### src/rtl/referee_1_if.sv
// Bundle of the four class-FIFO read ports and the output-FIFO write port
// seen by the referee_1 merge arbiter.
interface referee_1_if #(
  parameter int DATA_WIDTH = 12
);
  logic                  empty_0, empty_1, empty_2, empty_3;
  logic [DATA_WIDTH-1:0] data_in_0, data_in_1, data_in_2, data_in_3;
  logic                  almost_full;
  logic                  pop_0, pop_1, pop_2, pop_3;
  logic                  push;
  logic [DATA_WIDTH-1:0] data_out;
  logic [1:0]            grant;
  logic                  idle;

  modport master (
    input  empty_0, empty_1, empty_2, empty_3,
    input  data_in_0, data_in_1, data_in_2, data_in_3,
    input  almost_full,
    output pop_0, pop_1, pop_2, pop_3,
    output push, data_out, grant, idle
  );

  modport slave (
    output empty_0, empty_1, empty_2, empty_3,
    output data_in_0, data_in_1, data_in_2, data_in_3,
    output almost_full,
    input  pop_0, pop_1, pop_2, pop_3,
    input  push, data_out, grant, idle
  );
endinterface

### src/rtl/referee_1.sv
// Four-to-one round-robin merge arbiter with bounded bursts, draining FWFT
// class FIFOs into one output FIFO under almost_full backpressure.
module referee_1 #(
  parameter int DATA_WIDTH = 12,
  parameter int BURST      = 4
) (
  input  logic        clk,
  input  logic        reset,
  referee_1_if.master bus
);

  localparam logic [3:0] BURST_LAST = 4'(BURST - 1);

  logic [3:0]            eligible;
  logic [DATA_WIDTH-1:0] head [4];
  logic [1:0]            owner;
  logic [3:0]            burst_cnt;
  logic                  owned;
  logic                  push_q;
  logic [DATA_WIDTH-1:0] data_q;

  logic                  arb_en;
  logic                  keep;
  logic [1:0]            winner;
  logic                  found;
  logic [1:0]            idx;
  logic [3:0]            pop_vec;

  assign eligible = {~bus.empty_3, ~bus.empty_2, ~bus.empty_1, ~bus.empty_0};
  assign head[0]  = bus.data_in_0;
  assign head[1]  = bus.data_in_1;
  assign head[2]  = bus.data_in_2;
  assign head[3]  = bus.data_in_3;

  // Pops are gated by reset as well, since they are purely combinational.
  assign arb_en = reset && !bus.almost_full && (eligible != 4'b0000);

  // The owner keeps the grant only after a real grant; right after reset
  // owner=3 is just the scan origin, so the first grant goes to channel 0.
  assign keep = owned && eligible[owner] && (burst_cnt < BURST_LAST);

  // NOTE: every variable assigned in always_comb gets a default first so no
  // path leaves it unassigned, which would otherwise infer a latch.
  always_comb begin
    winner = owner;
    found  = 1'b0;
    idx    = owner;
    for (int k = 1; k <= 4; k++) begin
      idx = owner + 2'(k);
      if (!found && eligible[idx]) begin
        winner = idx;
        found  = 1'b1;
      end
    end
    if (keep) winner = owner;
  end

  always_comb begin
    pop_vec = 4'b0000;
    if (arb_en) pop_vec = 4'b0001 << winner;
  end

  // NOTE: sequential state uses non-blocking assignments so every register
  // samples the pre-edge values, independent of statement order.
  always_ff @(posedge clk or negedge reset) begin
    if (!reset) begin
      push_q    <= 1'b0;
      data_q    <= '0;
      owner     <= 2'd3;
      burst_cnt <= 4'd0;
      owned     <= 1'b0;
    end else if (arb_en) begin
      push_q    <= 1'b1;
      data_q    <= head[winner];
      owner     <= winner;
      burst_cnt <= keep ? burst_cnt + 4'd1 : 4'd0;
      owned     <= 1'b1;
    end else begin
      push_q    <= 1'b0;
    end
  end

  assign bus.pop_0    = pop_vec[0];
  assign bus.pop_1    = pop_vec[1];
  assign bus.pop_2    = pop_vec[2];
  assign bus.pop_3    = pop_vec[3];
  assign bus.push     = push_q;
  assign bus.data_out = data_q;
  assign bus.grant    = owner;
  assign bus.idle     = (eligible == 4'b0000) && !push_q;

endmodule

### src/flat_wrapper.sv
// flat-port wrapper written by rule: the top's interface ports become plain ports
module referee_1_flat 
#(
  parameter int DATA_WIDTH = 12,
  parameter int BURST      = 4
)
  (clk, reset, bus_empty_0, bus_empty_1, bus_empty_2, bus_empty_3, bus_data_in_0, bus_data_in_1, bus_data_in_2, bus_data_in_3, bus_almost_full, bus_pop_0, bus_pop_1, bus_pop_2, bus_pop_3, bus_push, bus_data_out, bus_grant, bus_idle);
  referee_1_if #(.DATA_WIDTH(DATA_WIDTH)) bus_i ();
  input  logic clk;
  input  logic reset;
  input wire logic [$bits(bus_i.empty_0)-1:0] bus_empty_0;
  input wire logic [$bits(bus_i.empty_1)-1:0] bus_empty_1;
  input wire logic [$bits(bus_i.empty_2)-1:0] bus_empty_2;
  input wire logic [$bits(bus_i.empty_3)-1:0] bus_empty_3;
  input wire logic [$bits(bus_i.data_in_0)-1:0] bus_data_in_0;
  input wire logic [$bits(bus_i.data_in_1)-1:0] bus_data_in_1;
  input wire logic [$bits(bus_i.data_in_2)-1:0] bus_data_in_2;
  input wire logic [$bits(bus_i.data_in_3)-1:0] bus_data_in_3;
  input wire logic [$bits(bus_i.almost_full)-1:0] bus_almost_full;
  output wire logic [$bits(bus_i.pop_0)-1:0] bus_pop_0;
  output wire logic [$bits(bus_i.pop_1)-1:0] bus_pop_1;
  output wire logic [$bits(bus_i.pop_2)-1:0] bus_pop_2;
  output wire logic [$bits(bus_i.pop_3)-1:0] bus_pop_3;
  output wire logic [$bits(bus_i.push)-1:0] bus_push;
  output wire logic [$bits(bus_i.data_out)-1:0] bus_data_out;
  output wire logic [$bits(bus_i.grant)-1:0] bus_grant;
  output wire logic [$bits(bus_i.idle)-1:0] bus_idle;
  assign bus_i.empty_0 = bus_empty_0;
  assign bus_i.empty_1 = bus_empty_1;
  assign bus_i.empty_2 = bus_empty_2;
  assign bus_i.empty_3 = bus_empty_3;
  assign bus_i.data_in_0 = bus_data_in_0;
  assign bus_i.data_in_1 = bus_data_in_1;
  assign bus_i.data_in_2 = bus_data_in_2;
  assign bus_i.data_in_3 = bus_data_in_3;
  assign bus_i.almost_full = bus_almost_full;
  assign bus_pop_0 = bus_i.pop_0;
  assign bus_pop_1 = bus_i.pop_1;
  assign bus_pop_2 = bus_i.pop_2;
  assign bus_pop_3 = bus_i.pop_3;
  assign bus_push = bus_i.push;
  assign bus_data_out = bus_i.data_out;
  assign bus_grant = bus_i.grant;
  assign bus_idle = bus_i.idle;
  referee_1 #(.DATA_WIDTH(DATA_WIDTH), .BURST(BURST)) u_core (.clk(clk), .reset(reset), .bus(bus_i));
endmodule
### config.mk
export PLATFORM = sky130hd
export DESIGN_NAME = referee_1_flat
export DESIGN_NICKNAME = d
export VERILOG_FILES = /design/src/rtl/referee_1_if.sv /design/src/rtl/referee_1.sv /design/src/flat_wrapper.sv
export SDC_FILE = /design/constraint.sdc
export NUM_CORES = 1
export LEC_CHECK = 0
export ABC_AREA = 1
export CORE_AREA = 2 2 66 68
export CTS_CLUSTER_SIZE = 28
export DETAILED_ROUTE_END_ITERATION = 8
export DIE_AREA = 0 0 68 70
export MAX_ROUTING_LAYER = met4
export PLACE_DENSITY_LB_ADDON = 0.05
export SYNTH_ARGS = -nofsm -noshare
export SYNTH_HDL_FRONTEND = slang
export SYNTH_SLANG_ARGS = --single-unit
### constraint.sdc
create_clock -name clk -period 3.98 [get_ports clk]
set_input_delay 1.194 -clock clk [delete_from_list [all_inputs] [get_ports clk]]
set_output_delay 1.194 -clock clk [all_outputs]
set_load 0.02 [all_outputs]
==> results of run 1 <==
[worst max-delay path, stage by stage]
cell           delay [ps]
dlygate4sd2_1         250
inv_2                  80
nand2_1                50
nand2_1                60
nand2_1                60
nand2_2               130
nand3_4               100
o21ai_1               130
nand2_1               100
nand2_4               100
inv_4                  40
nor3_2                110
buf_2                 190
[cell usage in the layout (no fill, tap or decap), drive strengths merged, types with 2 or more instances in the layout]
cell | Yosys | final
nor2 | 7 | 7
dfrtp | 18 | 18
o21ai | 3 | 3
buf | 15 | 24
nand4 | 2 | 2
clkbuf | 0 | 4
inv | 41 | 41
nor3 | 2 | 2
nor4 | 2 | 2
nand3 | 73 | 73
dlygate4sd2 | 0 | 5
clkdlybuf4s50 | 0 | 65
dfstp | 2 | 2
nand2 | 125 | 125
[metrics by stage]
step | util, % | instance area (sq um) | setup slack [ps] | total power, mW
after floorplan | - | 1783 | 213.9 | 1.617
after global placement | 63.10 | 2615 | -546.0 | 2.055
after detailed placement | 63.10 | 2615 | -585.3 | 2.077
after CTS | 64.86 | 2688 | 132.6 | 2.272
after global routing | 65.31 | 2706 | 47.67 | 2.508
final | 65.31 | 2706 | 181.8 | 2.275
[cell families (layout without fill, tap and decap cells)]
kind of cell / count (synthesis) / in the layout / share of synthesized area (%)
compound gates: 5 / 5 / 1.754
fa+ha+maj: 1 / 1 / 0.7016
buf+inv: 56 / 139 / 15.30
flops: 20 / 20 / 28.21
simple gates: 211 / 211 / 54.04
[how the worst min path moves through the flow]
stage                        startpoint                  endpoint  cells after the start
5_1_grt        u_core.owned$_DFFE_PN0P_  u_core.owned$_DFFE_PN0P_                      2
4_1_cts        u_core.owned$_DFFE_PN0P_  u_core.owned$_DFFE_PN0P_                      2
3_5_place_dp   u_core.owned$_DFFE_PN0P_  u_core.owned$_DFFE_PN0P_                      2
6_report       u_core.owned$_DFFE_PN0P_  u_core.owned$_DFFE_PN0P_                      2
2_1_floorplan  u_core.owned$_DFFE_PN0P_  u_core.owned$_DFFE_PN0P_                      2
3_3_place_gp   u_core.owned$_DFFE_PN0P_  u_core.owned$_DFFE_PN0P_                      2
[power by group through the flow]
stage	clock network, mW	logic, mW	registers, mW
6_report	0.152	1.77	0.351
5_1_grt	0.165	1.98	0.358
4_1_cts	0.156	1.77	0.351
3_5_place_dp	0	1.72	0.353
3_3_place_gp	0	1.71	0.349
2_1_floorplan	0	1.20	0.419
[per-layer routing]
layer	track usage [%]	part of all wire, %	vias up
met3	4.509	5.5	4
met1	26.28	41	931
met4	2.889	0.82	0
met5	-	0	-
li1	-	-	1080
met2	41.64	53	73
[final cells by class]
class / instances / share of cell area, %
Timing Repair Buffer: 94 / 32.18
Clock buffer: 4 / 2.034
Inverter: 41 / 5.871
Multi-Input combinational cell: 217 / 38.93
Tap cell: 52 / 2.404
Sequential cell: 20 / 18.59
[cell usage after synthesis, drive strengths merged]
cell   instances  area share, %
a21oi          1           0.49
buf           15            6.4
dfrtp         18             25
dfstp          2            2.9
ha             1           0.70
inv           41            8.9
nand2        125             29
nand3         73             22
nand4          2           0.70
nor2           7            1.6
nor3           2           0.56
nor4           2           0.70
o21a           1           0.42
o21ai          3           0.84
[sequential cells by signal, summed over array words and instances (netlist names)]
name	count
u_core.bus.data_out	12
u_core.burst_cnt	4
u_core.bus.push	1
u_core.owned	1
u_core.bus.grant	2
[what timing repair did]
action,in CTS,in global routing
pin swaps,4,6
endpoints found under the setup margin,5,1
buffers inserted,1,1
hold endpoints to repair,0,0
gates resized for setup,35,4
==> run_results.csv, run 1 <==
group,metric,value,unit
setup_path,crit_required,2790,ps
clock_network,cts_hold_buf,0,
global_routing,antenna_found_initial,0,
floorplan,rows,24,
setup_path,r2r_cells,16,
clock_network,cts-buffers-inserted,3,
synthesis,synth.distinct_cells,23,
layout,antenna_cells,0,
power_and_ir_drop,p_comb_share,77.9,%
setup_path,reg2reg_slack,1470,ps
clock_network,htreeDepth,1,
synthesis,ys_ff_latch,20,
clock_network,numClockSinks,20,
timing,rsz0062_at_grt,"no",
setup_path,worst-path-max-fanout,4,
routing,postRouteAntennaNets,0,
placement,port-buffer-count,74,
global_routing,grt_overflow,0,
floorplan,dieArea,4760,sq um
layout,n_fill_cell,405,
synthesis,synthesis.nets,349,
timing,min_period,3798,ps
status,run_status,"finished, final reports clean",
routing,wl_per_cell,11.72,um
power_and_ir_drop,power_leakage,1.462,nW
layout,nNetsFinal,433,
timing,min_period_over_period,95.43,%
clock_network,tritoncts,"built",
timing,fmax,263.3,MHz
routing,drt_iter0_drc,79,
timing,slew_headroom,67.13,%
layout,multiInputGateArea,1054,sq um
power_and_ir_drop,p_sw_share,53.94,%
placement,placed_cells_incl_taps,422,
setup_path,reg2reg_from,"u_core.bus.grant[0]$_DFFE_PN1P_",
timing,tightest_slew,492.4,ps
setup_path,r2r-end,"u_core.bus.data_out[6]$_DFFE_PN0P_",
global_routing,grt_start_max_net_pins,25,
placement,place_congestion,0.8448,
routing,drtPass1Iterations,5,
setup_path,worst_setup_path_end_kind,"output port",
floorplan,die_y,70,um
power_and_ir_drop,p_switching,1.227,mW
global_routing,grt_pass1_vias,1969,
timing,skew,3.858,ps
layout,fin_cells,428,
routing,drc,0,
clock_network,clk_pin_slew,70,ps
power_and_ir_drop,power_frac_seq,15.4,%
global_routing,grt_pass1_wl,8390,um
floorplan,chipWidth,68,um
synthesis,synth.avg_cell_area,6.085,sq um
flow_run,drv_cap,0,
floorplan,ios,75,
clock_network,root_buffer,"clkbuf_8",
clock_network,clk_path_buf_depth,2,
setup_path,cp-endpoint,"bus_pop_2",
layout,areaGrowthSynthToFinish,51.79,%
synthesis,post_synth_instance_area,1783,sq um
layout,drive_gt1_share,18.62,%
setup_path,critPathKind,"input port to output port",
power_and_ir_drop,power_density,840.5,nW/um^2
synthesis,syn_inst,293,
timing,maxSlewViolCount,0,
setup_path,worst_setup_path_start_kind,"input port",
floorplan,design.core.area,4144,sq um
timing,setup_viol,0,
synthesis,yosysSeqAreaShare,28.21,%
hold_path,hp-class,"flip-flop to flip-flop",
global_routing,track_usage,22.98,%
synthesis,synth_warnings,0,
timing,setup_tns,0,ps
layout,regArea,503.0,sq um
placement,place_hpwl,3869,um
setup_path,arrival,2600,ps
routing,dr_total_vias,2088,
timing,hold_viol,0,
power_and_ir_drop,clock_power_share,6.7,%
floorplan,start_util,43.03,%
setup_path,setup.worst_path.start,"bus_empty_0",
routing,viasPerCell,4.879,
clock_network,insertion_delay,260,ps
timing,hold_ws,459.2,ps
power_and_ir_drop,internal_power,1.048,mW
power_and_ir_drop,vdd_drop_max,0.0003420,V
routing,wirelength,5017,um
No activity file was read; power rests on OpenSTA's default activity.
==> inputs of run 2 (changes only) <==
Settings changed: SLEW_MARGIN from default to 5.
==> results of run 2 <==
No change in the layout: final DEF, timing and power equal those of run 1.
==> inputs of run 3 (changes only) <==
Settings changed: CORE_AREA 2 2 66 68 to 2 2 84 54, DIE_AREA 0 0 68 70 to 0 0 86 56.
==> run_results.csv, run 3 (synthesis results as in run 1) <==
group,metric,value,unit
placement,place_hpwl,4177,um
floorplan,dieArea,4816,sq um
timing,maxSlewViolCount,0,
clock_network,tritoncts,"built",
setup_path,setup.worst_path.start,"bus_empty_1",
global_routing,grt_use_met1,39.15,%
setup_path,critPathKind,"input port to output port",
clock_network,htreeDepth,1,
global_routing,grt_overflow,0,
layout,n_fill_cell,366,
global_routing,top_usage_layer,"met1",
timing,min_period_over_period,97.80,%
global_routing,track_usage,25.06,%
status,run_status,"finished, final reports clean",
power_and_ir_drop,p_sw_share,54.54,%
floorplan,design.core.area,3986,sq um
setup_path,worst-path-max-fanout,4,
power_and_ir_drop,power_density,900.3,nW/um^2
routing,postRouteAntennaNets,0,
setup_path,crit_required,2790,ps
clock_network,insertion_delay,270,ps
global_routing,grt_pass1_wl,9480,um
setup_path,arrival,2700,ps
power_and_ir_drop,internal_power,1.123,mW
power_and_ir_drop,p_switching,1.348,mW
setup_path,r2r_cells,14,
layout,regArea,503.0,sq um
global_routing,grt_start_max_net_pins,25,
floorplan,die_y,56,um
setup_path,path_cells,"dlygate4sd2_1, inv_2, nand2_1, nand2_1, nand2_2, nand2_4, nand3_4, o21ai_2, nand2_2, nand2_4, buf_6, nand2_1, nor2_2, buf_6",
global_routing,antenna_found_initial,0,
layout,final_cell_mix,"nand2_1, nand3_1, clkdlybuf4s50_1",
power_and_ir_drop,power_frac_seq,14.1,%
layout,final_common_cell,"nand2_1",
timing,worst_slack,87.43,ps
clock_network,root_buffer,"clkbuf_8",
placement,place_congestion,0.9781,
routing,wirelength,5683,um
placement,pre_cts_slack,-537.9,ps
clock_network,cts_hold_buf,0,
timing,skew,11.13,ps
floorplan,chipWidth,86,um
layout,antenna_cells,0,
floorplan,start_util,44.73,%
routing,wl_per_cell,13.37,um
setup_path,reg2reg_from,"u_core.bus.grant[0]$_DFFE_PN1P_",
timing,slew_headroom,65.99,%
clock_network,clk_pin_slew,90,ps
global_routing,grt.met2_usage,34.11,%
timing,setup_viol,0,
setup_path,reg2reg_slack,1420,ps
layout,final_util,68.86,%
global_routing,use_met3,3.709,%
setup_path,cp-endpoint,"bus_pop_3",
timing,hold_viol,0,
setup_path,max_stage_delay,250,ps
global_routing,grt_pass1_vias,1951,
setup_path,critPathSlowestCell,"dlygate4sd2_1",
routing,drt_iter0_drc,232,
placement,port-buffer-count,74,
timing,tightest_slew,505.5,ps
layout,multiInputGateArea,1080,sq um
power_and_ir_drop,vdd_drop_max,0.0003894,V
setup_path,critPathMostFrequentCell,"nand2_1",
routing,viasPerCell,5.085,
timing,min_period,3893,ps
setup_path,worst_setup_path_end_kind,"output port",
layout,drive_gt1_share,18.67,%
setup_path,worst_setup_path_start_kind,"input port",
clock_network,cts-buffers-inserted,3,
layout,largest_reg_flops,12,
flow_run,drv_cap,0,
power_and_ir_drop,clock_power_share,8.4,%
routing,dr_total_vias,2161,
power_and_ir_drop,power_leakage,1.477,nW
routing,drtPass1Iterations,4,
floorplan,rows,18,
hold_path,hp-class,"flip-flop to flip-flop",
routing,drc,0,
clock_network,clk_path_buf_depth,2,
timing,fmax,256.9,MHz
layout,nNetsFinal,432,
layout,areaGrowthSynthToFinish,53.96,%
setup_path,r2r-end,"u_core.bus.data_out[10]$_DFFE_PN0P_",
power_and_ir_drop,p_comb_share,77.5,%
floorplan,ios,75,
clock_network,numClockSinks,20,
## run 3: layout make-up
type	count	share of cell area (%)
multi-input combinational	217	39.33
timing repair buffer	93	31.68
sequential	20	18.32
inverter	41	5.789
tap	50	2.279
clock buffer	3	1.504
clock inverter	1	1.094
## run 3: per-stage QoR
stage	TNS [ps]	power, mW	cells	hold slack, ps	area, sq um
3_3_place_gp	-2239	2.079	419	439.2	2605
2_1_floorplan	0	1.617	293	421.7	1783
3_5_place_dp	-2345	2.106	419	444.1	2605
5_1_grt	-17.03	2.697	425	499.7	2745
6_report	0	2.471	425	462.2	2745
4_1_cts	0	2.392	424	464.9	2726
## run 3: power by group through the flow
stage / clock network (mW) / registers (mW) / logic, mW
final: 0.207 / 0.348 / 1.92
after global routing: 0.217 / 0.359 / 2.12
after CTS: 0.209 / 0.346 / 1.84
after detailed placement: 0 / 0.347 / 1.76
after global placement: 0 / 0.348 / 1.73
after floorplan: 0 / 0.419 / 1.20
## run 3: worst max-delay path: cells and delay by family
| family | cells | cell delay [ps] |
|---|---|---|
| AND/OR/NAND/NOR | 9 | 760 |
| AO/OA/AOI/OAI | 1 | 170 |
| buffers and inverters | 4 | 550 |
## run 3: timing repair
item | in CTS | in global routing
gates resized for setup | 32 | 15
setup buffers | 1 | 1
pin swaps | 8 | 9
setup endpoints to repair | 5 | 4
## run 3: worst min-delay path by stage
stage | from | end | slack (ps) | cells past startpoint
CTS | u_core.owned$_DFFE_PN0P_ | u_core.owned$_DFFE_PN0P_ | 460 | 2
finish | u_core.owned$_DFFE_PN0P_ | u_core.owned$_DFFE_PN0P_ | 460 | 2
detailed placement | u_core.owned$_DFFE_PN0P_ | u_core.owned$_DFFE_PN0P_ | 440 | 2
floorplan | u_core.owned$_DFFE_PN0P_ | u_core.owned$_DFFE_PN0P_ | 420 | 2
global route | u_core.owned$_DFFE_PN0P_ | u_core.owned$_DFFE_PN0P_ | 500 | 2
global placement | u_core.owned$_DFFE_PN0P_ | u_core.owned$_DFFE_PN0P_ | 440 | 2
## run 3: layer usage
metal  vias up  wire length [um]
met1       970              2735
met4         0                36
met5         -                 0
met3         6               495
met2        99              2416
li1       1086                 -
==> RTL edit 1, RTL diff (settings of run 3) <==
`DATA_WIDTH` is set to 12 in 3 places; all go to 16.
--- a/src/rtl/referee_1_if.sv
+++ b/src/rtl/referee_1_if.sv
@@ -3,3 +3,3 @@
 interface referee_1_if #(
-  parameter int DATA_WIDTH = 12
+  parameter int DATA_WIDTH = 16
 );
--- a/src/rtl/referee_1.sv
+++ b/src/rtl/referee_1.sv
@@ -3,3 +3,3 @@
 module referee_1 #(
-  parameter int DATA_WIDTH = 12,
+  parameter int DATA_WIDTH = 16,
   parameter int BURST      = 4
--- a/src/flat_wrapper.sv
+++ b/src/flat_wrapper.sv
@@ -3,3 +3,3 @@
 #(
-  parameter int DATA_WIDTH = 12,
+  parameter int DATA_WIDTH = 16,
   parameter int BURST      = 4
Interface: changed (5 resized); port bits go from 75 to 95. No check against the original RTL was run, so the function may have changed too.
==> RTL edit 1 against run 3 <==
- synthesized cell count increased by 20%
- count of clock-buffer cells in the layout is the same
- sequential power grew 26%
- die area stayed put
- design area rose by 16%
- synthesized area up 17%
- power is 14% higher
- routed wire length up 16%
- combinational power up 13%
- sequential cell count increased by 4
- worst setup slack got worse by 25 ps
- largest cell class unchanged
- largest power group unchanged
==> RTL edit 1: results (changes against run 3) <==
setup_path:
  startpoint: "reset"
  r2r-end: "u_core.bus.data_out[13]"
  reg2reg_slack_ps: 1510  # +90 ps
  worstPathMaxFanout: 3  # -1
  crit_end: "bus_pop_0"
  crit_arrival_ps: 2720  # +20 ps
  slowest_delay_ps: 490  # +240 ps
  r2r_cells: 13  # -1
synthesis:
  synth_seq_area_share_pct: 29.0  # +0.81 points
  synth_nets: 423  # +21%
  synth_commonest_cells: "nand2_1 (139), nand3_1 (91), inv_1 (40)"
  synth_compound_area_share_pct: 0.963  # -0.79 points
  synth_cell_types: 24  # +4.3%
  synthTopCellsByArea: "dfrtp_1 (26%), nand2_1 (25%), nand3_1 (22%)"
  yosys.area_share.adder_pct: 0.602  # -0.10 points
final_layout:
  nets: 517  # +20%
  largest_reg_flops: 16  # +4
  layout-drive-gt1-share_pct: 12.6  # -6.1 points
route:
  num_vias: 2586  # +20%
  drtIter0Drc: 143  # -38%
  wl_met2_mm: 2.93  # +21%
  wl_met3_um: 652  # +32%
  wl_met1_mm: 2.90  # +6.1%
  drt_first_pass_iters: 5  # +1
power:
  leakagePower_nw: 1.73  # +17%
  intPower_mw: 1.28  # +14%
  p_comb_share_pct: 76.9  # -0.6 points
  ir_worst_vdd_mv: 0.509  # +31%
worst_hold_path:
  hold_depth: 1  # -1
  hold_class: "flop to flop"
placed_design:
  dp_hpwl_mm: 4.84  # +16%
  gp_congestion: 0.891  # -8.9%
global_routing:
  grt_start_max_net_pins: 33  # +32%
  grt_pass1_vias: 2293  # +18%
  grt_pass1_wl_mm: 10.4  # +10%
  grt_use_met3_pct: 4.30  # +0.59 points
  met1_usage_pct: 39.9  # +0.70 points
clocking:
  post_cts_buffers: 0  # -1
  cts-resized-gates: 13  # -59%
sta:
  tightest_slew_ps: 480  # -25.8 ps
outcome:
  status: "complete, no violations"
-- RTL edit 1: changes by cell type after synthesis, moves of 2 or more --
cell / run 3 / this run
nand2_2: 10 / 4
nand3_1: 68 / 91
nor2_1: 6 / 9
inv_1: 35 / 40
nor3_1: 2 / 0
inv_4: 2 / 0
buf_2: 4 / 12
dfrtp_1: 18 / 22
clkbuf_1: 0 / 2
buf_4: 8 / 2
nand2_1: 113 / 139
-- RTL edit 1: per-stage QoR --
stage               area (µm²)  std cells  hold WS (ps)  worst slack [ps]
global route              3190        494           504              35.1
finish                    3190        494           484              62.8
detailed placement        3060        488           467              -409
floorplan                 2080        351           440               392
global placement          3060        488           456              -364
CTS                       3120        492           488              -106
-- RTL edit 1: final cells by class --
type | instances | area (µm²)
repair buffers | 109 | 1060
inverters | 46 | 173
fillers | 291 | 796
flip-flops and latches | 24 | 603
clock inverters | 1 | 30.0
multi-input cells | 261 | 1220
well taps | 50 | 62.6
clock buffers | 3 | 41.3
==> RTL edit 2, RTL diff (settings of run 3) <==
Made on the original files. Make the reset (`reset`) synchronous in one clocked block.
--- a/src/rtl/referee_1.sv
+++ b/src/rtl/referee_1.sv
@@ -64,3 +64,3 @@
   // samples the pre-edge values, independent of statement order.
-  always_ff @(posedge clk or negedge reset) begin
+  always_ff @(posedge clk) begin
     if (!reset) begin
Formal check against the unedited RTL: differs if reset is asserted again (counterexample within 4 cycles, from zero or initial values and one cycle with reset low); with reset held inactive, the same outputs for 10 cycles.
==> RTL edit 2 against run 3 <==
- synthesized area down 9.5%
- clock skew down 1.1 ps
- design area down 5.7%
- routed wire length down 2.4%
- power down 39%
- worst setup slack better by 43 ps
- die area unchanged
- sequential cell count unchanged
- largest cell class unchanged
- highest routed layer unchanged
==> RTL edit 2: results (changes against run 3) <==
final_layout:
  nets: 411  # -4.9%
  layout-drive-gt1-share_pct: 20.1  # +1.4 points
  antenna_cells: 0  # unchanged
synthesis:
  synthTopCellsByArea: "nand3_1 (29%), dfxtp_1 (25%), nand2_1 (17%)"
  syn_inst: 265  # -9.6%
  synth_commonest_cells: "nand3_1 (94), nand2_1 (73), dfxtp_1 (20)"
  synth_cell_types: 25  # +8.7%
  synth_nets: 321  # -8.0%
  synthFlopType: "dfxtp_1"
  synth_seq_area_share_pct: 24.8  # -3.4 points
  async_flop_share_pct: 0  # -100 points
route:
  drt_first_pass_iters: 4  # unchanged
  wl_mm: 5.55  # -2.4%
  wl_met1_mm: 2.72  # -0.69%
  wl_met3_um: 535  # +8.1%
  num_vias: 2051  # -5.1%
  wl_met2_mm: 2.26  # -6.3%
  drtIter0Drc: 240  # +3.4%
  wire_per_inst_um: 13.7  # +2.7%
global_routing:
  grt_pass1_vias: 1900  # -2.6%
  grt_use_met3_pct: 5.34  # +1.6 points
  met1_usage_pct: 34.6  # -4.5 points
  grt_usage_pct: 24.0  # -1.0 points
  grt_pass1_wl_mm: 9.05  # -4.5%
  met2_usage_pct: 34.4  # +0.33 points
outcome:
  status: "complete, no violations"
placed_design:
  gp_congestion: 0.931  # -4.8%
  dp_cells: 396  # -5.5%
  pre_cts_slack_ps: -569  # -31.3 ps
  dpl_cell_area_um2: 2490  # -4.6%
  dp_hpwl_mm: 4.22  # +0.91%
setup_path:
  slowest_delay_ps: 250  # about the same
  crit_arrival_ps: 2660  # -40 ps
  reg2reg_slack_ps: 1630  # +210 ps
  worstPathMaxFanout: 5  # +1
power:
  ir_worst_vdd_mv: 0.369  # -5.2%
  leakagePower_nw: 1.20  # -19%
sta:
  fin_hold_ws_ps: 448  # -14.1 ps
  fin_ws_ps: 131  # +43.3 ps
  slew_headroom_pct: 68.6  # +2.6 points
  finalClockSkew_ps: 10.0  # -1.10 ps
clocking:
  clockBufferDepth: 2  # unchanged
RTL edit 2: cell types whose count changed in the layout (fill, tap and decap cells not counted), sizes merged, moves of 7 or more:
cell / before / now
nor2: 7 / 14
inv: 41 / 14
dfxtp: 0 / 20
dfrtp: 18 / 0
nand2: 125 / 87
nand3: 73 / 97
buf: 21 / 32
RTL edit 2: area by class of cell:
cell class	count	area, µm²
Clock inverter	1	30.0
Sequential cell	20	400
Clock buffer	3	41.3
Inverter	15	56.3
Timing Repair Buffer	102	931
Tap cell	50	62.6
Multi-Input combinational cell	213	1070
Fill cell	381	1400
RTL edit 2: timing repair:
item | in CTS | in global routing
buffers inserted | 2 | 2
setup endpoints to repair | 5 | 3
pin swaps | 9 | 3
gates resized for setup | 32 | 3
RTL edit 2: power breakdown:
group / internal [mW] / switching (mW) / total [mW]
Combinational: 0.408 / 0.593 / 1.00
Clock: 0.134 / 0.0759 / 0.210
Sequential: 0.252 / 0.0357 / 0.287
RTL edit 2: worst max-delay path: cells and delay by family:
kind                   cells  cell delay [ps]
AND/OR/NAND/NOR            7              580
buffers and inverters      5              630
AO/OA/AOI/OAI              1              240
RTL edit 2: cell families after synthesis:
group | count (synthesis) | share of synthesized area, %
AO/OA/AOI/OAI | 7 | 2.95
adder cells (fa/ha/maj) | 1 | 0.775
buffers and inverters | 32 | 10.4
flip-flops | 20 | 24.8
AND/OR/NAND/NOR | 205 | 61.1
RTL edit 2: path summary, 6_finish.rpt:
path                             from                      to  cells after the start
setup / recovery          bus_empty_2               bus_pop_2                     13
hold / removal    u_core.burst_cnt[3]     u_core.burst_cnt[3]                      2
setup reg to reg  u_core.bus.grant[1]  u_core.bus.data_out[8]                     12
hold reg to reg   u_core.burst_cnt[3]     u_core.burst_cnt[3]                      2
